`config.mk`:
```
export PLATFORM = sky130hd
export DESIGN_NAME = cnn_layer_sequencer
export DESIGN_NICKNAME = d
export VERILOG_FILES = /design/src/rtl/cnn_pkg.sv /design/src/rtl/cnn_mem_port_mux.sv /design/src/rtl/cnn_layer_sequencer.sv
export SDC_FILE = /design/constraint.sdc
export NUM_CORES = 1
export LEC_CHECK = 0
export ABC_AREA = 0
export CELL_PAD_IN_SITES_DETAIL_PLACEMENT = 0
export CELL_PAD_IN_SITES_GLOBAL_PLACEMENT = 1
export CORE_MARGIN = 1.5
export CORE_UTILIZATION = 21
export CTS_CLUSTER_DIAMETER = 80
export DETAILED_ROUTE_END_ITERATION = 10
export GPL_ROUTABILITY_DRIVEN = 0
export PLACE_DENSITY = 0.75
export SLEW_MARGIN = 20
export SYNTH_ARGS = -nofsm -noshare
export SYNTH_HDL_FRONTEND = slang
export SYNTH_HIERARCHICAL = 1
export SYNTH_SLANG_ARGS = --single-unit
```
`constraint.sdc`:
```
create_clock -name clk -period 1.9 [get_ports clk]
set_input_delay 0.38 -clock clk [delete_from_list [all_inputs] [get_ports clk]]
set_output_delay 0.38 -clock clk [all_outputs]
set_load 0.005 [all_outputs]
```
`src/rtl/cnn_pkg.sv`:
```
// Shared types and constants for the two-layer CNN sequencer.
package cnn_pkg;
    localparam int ADDR_W = 12;
    localparam int DATA_W = 20;

    localparam logic [2:0] CSEL_L0   = 3'b001;
    localparam logic [2:0] CSEL_L1   = 3'b011;
    localparam logic [2:0] CSEL_NONE = 3'b000;

    typedef enum logic [2:0] {
        ST_IDLE,
        ST_CONV,
        ST_FLUSH,
        ST_POOL,
        ST_DONE,
        ST_ERR
    } state_e;
endpackage

```
`src/rtl/cnn_mem_port_mux.sv`:
```
// Steers the active engine's strobes, addresses and data onto the shared layer-memory port.
module cnn_mem_port_mux #(
    parameter int         ADDR_W  = cnn_pkg::ADDR_W,
    parameter int         DATA_W  = cnn_pkg::DATA_W,
    parameter logic [2:0] CSEL_L0 = cnn_pkg::CSEL_L0,
    parameter logic [2:0] CSEL_L1 = cnn_pkg::CSEL_L1
) (
    input  cnn_pkg::state_e    state,
    input  logic               conv_cwr,
    input  logic [ADDR_W:0]    conv_caddr,
    input  logic [DATA_W-1:0]  conv_cdata,
    input  logic               pool_crd,
    input  logic [ADDR_W-1:0]  pool_raddr,
    input  logic               pool_cwr,
    input  logic [ADDR_W-1:0]  pool_waddr,
    input  logic [DATA_W-1:0]  pool_wdata,
    output logic               cwr,
    output logic [ADDR_W-1:0]  caddr_wr,
    output logic [DATA_W-1:0]  cdata_wr,
    output logic               crd,
    output logic [ADDR_W-1:0]  caddr_rd,
    output logic [2:0]         csel,
    output logic               rw_conflict
);
    import cnn_pkg::*;

    always_comb begin
        cwr         = 1'b0;
        caddr_wr    = '0;
        cdata_wr    = '0;
        crd         = 1'b0;
        caddr_rd    = '0;
        csel        = CSEL_NONE;
        rw_conflict = 1'b0;
        case (state)
            ST_CONV: begin
                // sign bit set means the engine's pre-roll beat; never let it reach memory
                csel     = CSEL_L0;
                cwr      = conv_cwr & ~conv_caddr[ADDR_W];
                caddr_wr = conv_caddr[ADDR_W-1:0];
                cdata_wr = conv_cdata;
            end
            ST_POOL: begin
                rw_conflict = pool_cwr & pool_crd;
                if (pool_cwr) begin
                    cwr      = 1'b1;
                    caddr_wr = pool_waddr;
                    cdata_wr = pool_wdata;
                    csel     = CSEL_L1;
                end else if (pool_crd) begin
                    crd      = 1'b1;
                    caddr_rd = pool_raddr;
                    csel     = CSEL_L0;
                end
            end
            default: ;
        endcase
    end
endmodule

```
`src/rtl/cnn_layer_sequencer.sv`:
```
// Conv-then-pool phase sequencer with per-phase watchdog; owns the shared layer-memory port.
module cnn_layer_sequencer #(
    parameter int         ADDR_W  = cnn_pkg::ADDR_W,
    parameter int         DATA_W  = cnn_pkg::DATA_W,
    parameter int         TIMEOUT = 65535,
    parameter logic [2:0] CSEL_L0 = cnn_pkg::CSEL_L0,
    parameter logic [2:0] CSEL_L1 = cnn_pkg::CSEL_L1
) (
    input  logic               clk,
    input  logic               reset,
    input  logic               ready,
    output logic               busy,
    output logic               error,
    output logic               conv_start,
    input  logic               conv_finish,
    input  logic               conv_cwr,
    input  logic [ADDR_W:0]    conv_caddr,
    input  logic [DATA_W-1:0]  conv_cdata,
    output logic               pool_start,
    input  logic               pool_finish,
    input  logic               pool_crd,
    input  logic [ADDR_W-1:0]  pool_raddr,
    input  logic               pool_cwr,
    input  logic [ADDR_W-1:0]  pool_waddr,
    input  logic [DATA_W-1:0]  pool_wdata,
    output logic               cwr,
    output logic [ADDR_W-1:0]  caddr_wr,
    output logic [DATA_W-1:0]  cdata_wr,
    output logic               crd,
    output logic [ADDR_W-1:0]  caddr_rd,
    output logic [2:0]         csel,
    input  logic [DATA_W-1:0]  cdata_rd,
    output logic [DATA_W-1:0]  pool_rdata
);
    import cnn_pkg::*;

    localparam int               CNT_W = $clog2(TIMEOUT + 1);
    localparam logic [CNT_W-1:0] LIMIT = CNT_W'(TIMEOUT - 1);

    state_e           state_q, state_d;
    logic [CNT_W-1:0] cnt_q, cnt_d;
    logic             error_q, error_d;
    logic             busy_q, busy_d;
    logic             conv_start_q, conv_start_d;
    logic             pool_start_q, pool_start_d;
    logic             rw_conflict;

    always_ff @(posedge clk or posedge reset) begin
        if (reset) begin
            state_q      <= ST_IDLE;
            cnt_q        <= '0;
            error_q      <= 1'b0;
            busy_q       <= 1'b0;
            conv_start_q <= 1'b0;
            pool_start_q <= 1'b0;
        end else begin
            state_q      <= state_d;
            cnt_q        <= cnt_d;
            error_q      <= error_d;
            busy_q       <= busy_d;
            conv_start_q <= conv_start_d;
            pool_start_q <= pool_start_d;
        end
    end

    // Finish is tested before the watchdog so a finish on the last allowed cycle still completes.
    always_comb begin
        state_d = state_q;
        cnt_d   = cnt_q;
        error_d = error_q;
        case (state_q)
            ST_IDLE: begin
                if (ready) begin
                    state_d = ST_CONV;
                    cnt_d   = '0;
                end
            end
            ST_CONV: begin
                if (conv_finish) begin
                    state_d = ST_FLUSH;
                end else if (cnt_q == LIMIT) begin
                    state_d = ST_ERR;
                    error_d = 1'b1;
                end else begin
                    cnt_d = cnt_q + CNT_W'(1);
                end
            end
            ST_FLUSH: begin
                state_d = ST_POOL;
                cnt_d   = '0;
            end
            ST_POOL: begin
                if (rw_conflict) error_d = 1'b1;
                if (pool_finish) begin
                    state_d = ST_DONE;
                end else if (cnt_q == LIMIT) begin
                    state_d = ST_ERR;
                    error_d = 1'b1;
                end else begin
                    cnt_d = cnt_q + CNT_W'(1);
                end
            end
            ST_DONE: state_d = ST_IDLE;
            ST_ERR: begin
                if (ready) begin
                    state_d = ST_CONV;
                    cnt_d   = '0;
                    error_d = 1'b0;
                end
            end
            default: state_d = ST_IDLE;
        endcase
        busy_d       = (state_d == ST_CONV) || (state_d == ST_FLUSH) || (state_d == ST_POOL);
        conv_start_d = (state_d == ST_CONV);
        pool_start_d = (state_d == ST_POOL);
    end

    assign busy       = busy_q;
    assign error      = error_q;
    assign conv_start = conv_start_q;
    assign pool_start = pool_start_q;
    assign pool_rdata = cdata_rd;

    cnn_mem_port_mux #(
        .ADDR_W  (ADDR_W),
        .DATA_W  (DATA_W),
        .CSEL_L0 (CSEL_L0),
        .CSEL_L1 (CSEL_L1)
    ) u_mem_port_mux (
        .state       (state_q),
        .conv_cwr    (conv_cwr),
        .conv_caddr  (conv_caddr),
        .conv_cdata  (conv_cdata),
        .pool_crd    (pool_crd),
        .pool_raddr  (pool_raddr),
        .pool_cwr    (pool_cwr),
        .pool_waddr  (pool_waddr),
        .pool_wdata  (pool_wdata),
        .cwr         (cwr),
        .caddr_wr    (caddr_wr),
        .cdata_wr    (cdata_wr),
        .crd         (crd),
        .caddr_rd    (caddr_rd),
        .csel        (csel),
        .rw_conflict (rw_conflict)
    );
endmodule
```
Yosys cells after proc, flatten, opt, wreduce, memory -nomap -nowiden
Index checks and enable logic that the tools add are counted.

storage, ports and cells
  register bits = 23
  input bits = 105
  output and inout bits = 73
  word-level logic and storage cells = 64

operators by class
  add/subtract/negate cells = 1
  eq/ne operators = 13
  multiplexer cells = 33
  bitwise gates (word level) = 3
  reductions and logical operators = 8

operators by type and width
  kind                                                                    number
  16-bit two-way mux                                                      4
  16-bit case mux with 4 select lines                                     1
  12-bit two-way mux                                                      4
  20-bit case mux with 2 select lines                                     1
  12-bit case mux with 2 select lines                                     1
  20-bit two-way mux                                                      1
  16-bit by 1-bit adder with 16-bit output (second input constant)        1
  16-bit equality test (second input constant)                            1
  3-bit two-way mux                                                       5
  3-bit by 2-bit equality test with 1-bit output (second input constant)  4
  1-bit two-way mux                                                       12
  3-bit case mux with 4 select lines                                      1
  2-bit != test (second input constant)                                   4
  4-bit AND reduction                                                     2
  3-bit by 1-bit equality test with 1-bit output (second input constant)  2
  3-bit case mux with 2 select lines                                      1
  4-bit nonzero test                                                      1
  3-bit equality test (second input constant)                             1
  3-bit zero test                                                         1
  1-bit case mux with 3 select lines                                      1
  3-bit nonzero test                                                      1
  1-bit bitwise AND                                                       2
  1-bit logical OR                                                        2
  2-bit by 1-bit != test with 1-bit output (second input constant)        1
  other kinds (3)                                                         3

Longest topological paths before layout
  word-level depth = 7
  gate-level depth with buffers = 8
  gate-level depth less buffers = 7

Modules after synthesis
The synthesis kept the hierarchy.

modules (own cells, without submodules)
  module               times used  cells an instance  area each (µm²)  sequential area each (µm²)
  cnn_layer_sequencer  1           170                1545.2           575.6
  cnn_mem_port_mux     1           138                868.3            0.0

Least setup slack after synthesis
No wires, ideal clock.

  path kind = register to register
  start = register state_q[0]
  end = register cnt_q[0]
  library setup time = 128 ps
  arrival time = 1873 ps
  setup slack = -100 ps
  stages on the path, launching flop included = 8
  period minus slack after synthesis = 2000 ps
  cell sequence = dfrtp_1 buf_6 and3b_4 or2_1 buf_2 or3_1 nand2_1 mux2_1

on the way
  word-level cells in the longest chain between the ends = 4
  elaborated cells on any way between the ends = 12
  classes of those cells = 7 x eq/ne; 1 x mux; 4 x reduce/logical

RTL lines
  element                                                                                          line                       source
  from (decl)                                                                                      cnn_layer_sequencer.sv:40  state_e state_q, state_d;
  from (signal assigned)                                                                           cnn_layer_sequencer.sv:57  state_q <= state_d;
  3-bit equality test / 3-bit zero test (equally long branches)                                    cnn_layer_sequencer.sv:71  case (state_q)
  2-bit OR reduction (no line)                                                                     n/a
  2-bit by 1-bit != test with 1-bit output (no line) / 4-bit nonzero test (equally long branches)  n/a
  4-bit AND reduction (no line)                                                                    n/a
  to (signal assigned)                                                                             cnn_layer_sequencer.sv:58  cnt_q <= cnt_d;
  to (decl)                                                                                        cnn_layer_sequencer.sv:41  logic [CNT_W-1:0] cnt_q, cnt_d;

Parallel ways exist; a longest one is shown, timed or not.
A chain may end at the register's enable or synchronous reset.

Worst setup path in the final report
  start = register state_q[1]
  end = register cnt_q[10]

The elaborated chain is that of the path after synthesis.

==> summary.txt <==
Clock root cell: clkbuf_16
Synth area leader: dfrtp_1
Synth Flop Type: dfrtp_1
Wire per inst: 16.14 um
Mapped Nets: 415
Syn Inst Count: 308
Routed vias/inst: 4.883
Netlist cell types: 53
Final Cell Area: 0.004492 mm^2
Critical setup path kind: reg2reg
Slowest cell on the critical path: or4_4
Syn_area_per_cell: 7.836 um^2
Final setup TNS: -270.7 ps
Die width: 110.2 um
First-pass GRT wire length: 13,720 um
Status: finished, violations left
Crit path capture type: register
Netlist Area Pre-Place: 0.002414 mm^2
Final hold vios: 0
Synth warnings: 6
Number of nets in the final layout: 577
Critical path's top delay family: simple AND/OR/NAND/NOR gates
Largest net degree at the start of global routing: 28
Met2 global-route usage: 0.2791
Hold Path Class: in2async
Top post-synthesis cells by count: a21oi_1 (46), nand3_1 (38), nand2b_1 (36)
Worst reg2reg path startpoint: state_q[1]
Cts hold-fix bufs: 0
Critical Path Fanout Max: 6
Starting Density: 0.2188
Unrepaired setup endpoints after global routing: yes
Clock Skews: 2.264 ps
Row count: 38
Most numerous cell in the Yosys netlist: a21oi_1
Largest cells by area after synthesis: dfrtp_1 (24%), a21oi_1 (9.5%), nand2b_1 (9.3%)
Post-layout minimum cycle time: 1943 ps
N_diodes: 0
Leakage: 1.837 nW
Num ports: 178
Routing usage on met3: 0.02763
Vias after detailed routing: 2,974
Clk Latency, worst-skew pair: 260 ps
Fraction of the yosys area taken by sequential cells: 0.2385
Final worst slack: -42.94 ps
Synthesis-to-finish area growth: 86.11%
Final wirelength: 9832 um
Pwr/cell area: 1102 mW/mm^2
Gr usage total: 0.1439
Die area: 0.01215 mm^2
Num CTS Buffers: 3
Number of remaining DRC errors: 0
Vias in the first global route: 2,791
Max Cap Violations: 0
Post-synth EDFFs: 0
CP max stage delay: 510 ps
Fin crit share: 1.023
WP data required: 2090 ps
#FFs+latches synth: 23
Total gr overflow: 0
Most Crowded Layer GR: met2
Clock sinks: 23
Crit path DAT: 2140 ps
Placed cell areas: 0.004036 mm^2
Initial antenna violation count: 0
Max clock buf depth: 2
Clk slew on worst S/H paths: 60 ps
Fmax: 0.5147 GHz
PortBufs: 136
CTS H-tree lvls: 1
CTS tree: yes
Cell breakdown of the critical path: buf_6, and3b_4, nor3_4, a31o_4, or4_4, a21oi_2
Worst Path Buf+Inv: 1
Max-slew violations: 0
Post-DP HPWL: 7191 um
Final setup violation count: 10
Setup crit start: state_q[1]
Failing checks: setup timing
Final ANT Viol Nets: 0
Max rail drop VDD: 483.7 uV
GR Util met1: 0.1538
Die height: 110.2 um
Drt pass-1 iters: 4
Synth top area share: 0.2385
Ys async rst share: 1.000
CORE AREA: 0.01103 mm^2
Number of DRC markers in iteration 0: 166
Share of layout cells above drive strength 1: 0.3966
Crit path launch type: register
-- kinds of logic (layout without fill, tap and decap cells) --
| group | count (synthesis) | in the layout | share of synthesized area |
|---|---|---|---|
| AOI/OAI and AO/OA | 77 | 79 | 0.1892 |
| adders and majority gates | 2 | 2 | 0.01037 |
| muxes | 4 | 4 | 0.01711 |
| DFF | 23 | 23 | 0.2385 |
| and+or+nand+nor | 150 | 151 | 0.3997 |
| xor gates and xnor gates | 1 | 1 | 0.003629 |
| buffers and inverters | 50 | 208 | 0.1400 |
| other | 1 | 1 | 0.001554 |
-- path summary, 6_finish.rpt --
path                             end  slack, ps  cells past startpoint
min in group clk           cnt_q[15]        560                      2
max in group asynchronous   cnt_q[2]       1170                      3
setup reg to reg           cnt_q[10]        -40                      6
setup / recovery           cnt_q[10]        -40                      6
hold reg to reg            cnt_q[15]        560                      2
hold / removal                  busy        470                      3
-- tightest hold or removal path, cell delays in order --
cell and delay (ps):
clkdlybuf4s50_1 400, inv_1 50, buf_4 300
-- registers in the layout, indices dropped and copies added, names as in the netlist --
signal      count
busy            1
state_q         3
pool_start      1
error           1
cnt_q          16
conv_start      1
-- power by group --
| part | leakage (nW) | switching (W) | total (W) | internal [W] |
|---|---|---|---|---|
| Sequential | 0.305 | 0.0000724 | 0.000661 | 0.000589 |
| Combinational | 1.49 | 0.00177 | 0.00382 | 0.00205 |
| Clock | 0.0382 | 0.000180 | 0.000467 | 0.000287 |
-- per-stage QoR --
| stage | instances | worst slack (ps) | utilization | total power, W | hold slack, ps |
|---|---|---|---|---|---|
| 4_1_cts | 597 | -112.5 | 0.3819 | 0.004500 | 483.2 |
| 5_1_grt | 609 | -107.8 | 0.4072 | 0.005283 | 521.2 |
| 2_1_floorplan | 308 | -27.29 | - | 0.002305 | 381.9 |
| 3_3_place_gp | 583 | -474.1 | 0.3659 | 0.003844 | 523.5 |
| 3_5_place_dp | 583 | -524.5 | 0.3659 | 0.003877 | 544.0 |
| 6_report | 609 | -42.94 | 0.4072 | 0.004950 | 468.1 |
-- cell type report --
| cell class | instances | area (um^2) |
|---|---|---|
| Fill cell | 1096 | 6539 |
| Timing Repair Buffer | 199 | 1769 |
| Tap cell | 140 | 175.2 |
| Clock buffer | 4 | 78.83 |
| Sequential cell | 23 | 579.3 |
| Inverter | 5 | 18.77 |
| Multi-Input combinational cell | 238 | 1871 |
-- layer usage --
layer	routed length (um)	vias to the layer above
li1	-	1427
met1	3644	1414
met2	5048	117
met3	896	16
met4	243	0
met5	0	-
-- placed cells by master, fill, tap and decap left out, drive strengths merged, types with 4 or more instances in the layout --
cell and count:
o31ai 9, nand3 39, nor2 13, nand2b 36, nand2 14, dfrtp 23
inv 5, or3 4, dlygate4sd2 4, nor4b 13, or4 8, a21oi 47
nor3 7, o21ai 10, buf 91, clkbuf 19, clkdlybuf4s50 86
-- timing repair --
action                                  CTS  global route
pin swaps                                20            17
cloned                                    3             3
buffers inserted                          7            10
gates resized for setup                 167            74
hold endpoints to repair                  0             0
endpoints found under the setup margin   61            50
Power figures use the tool's default switching activity.
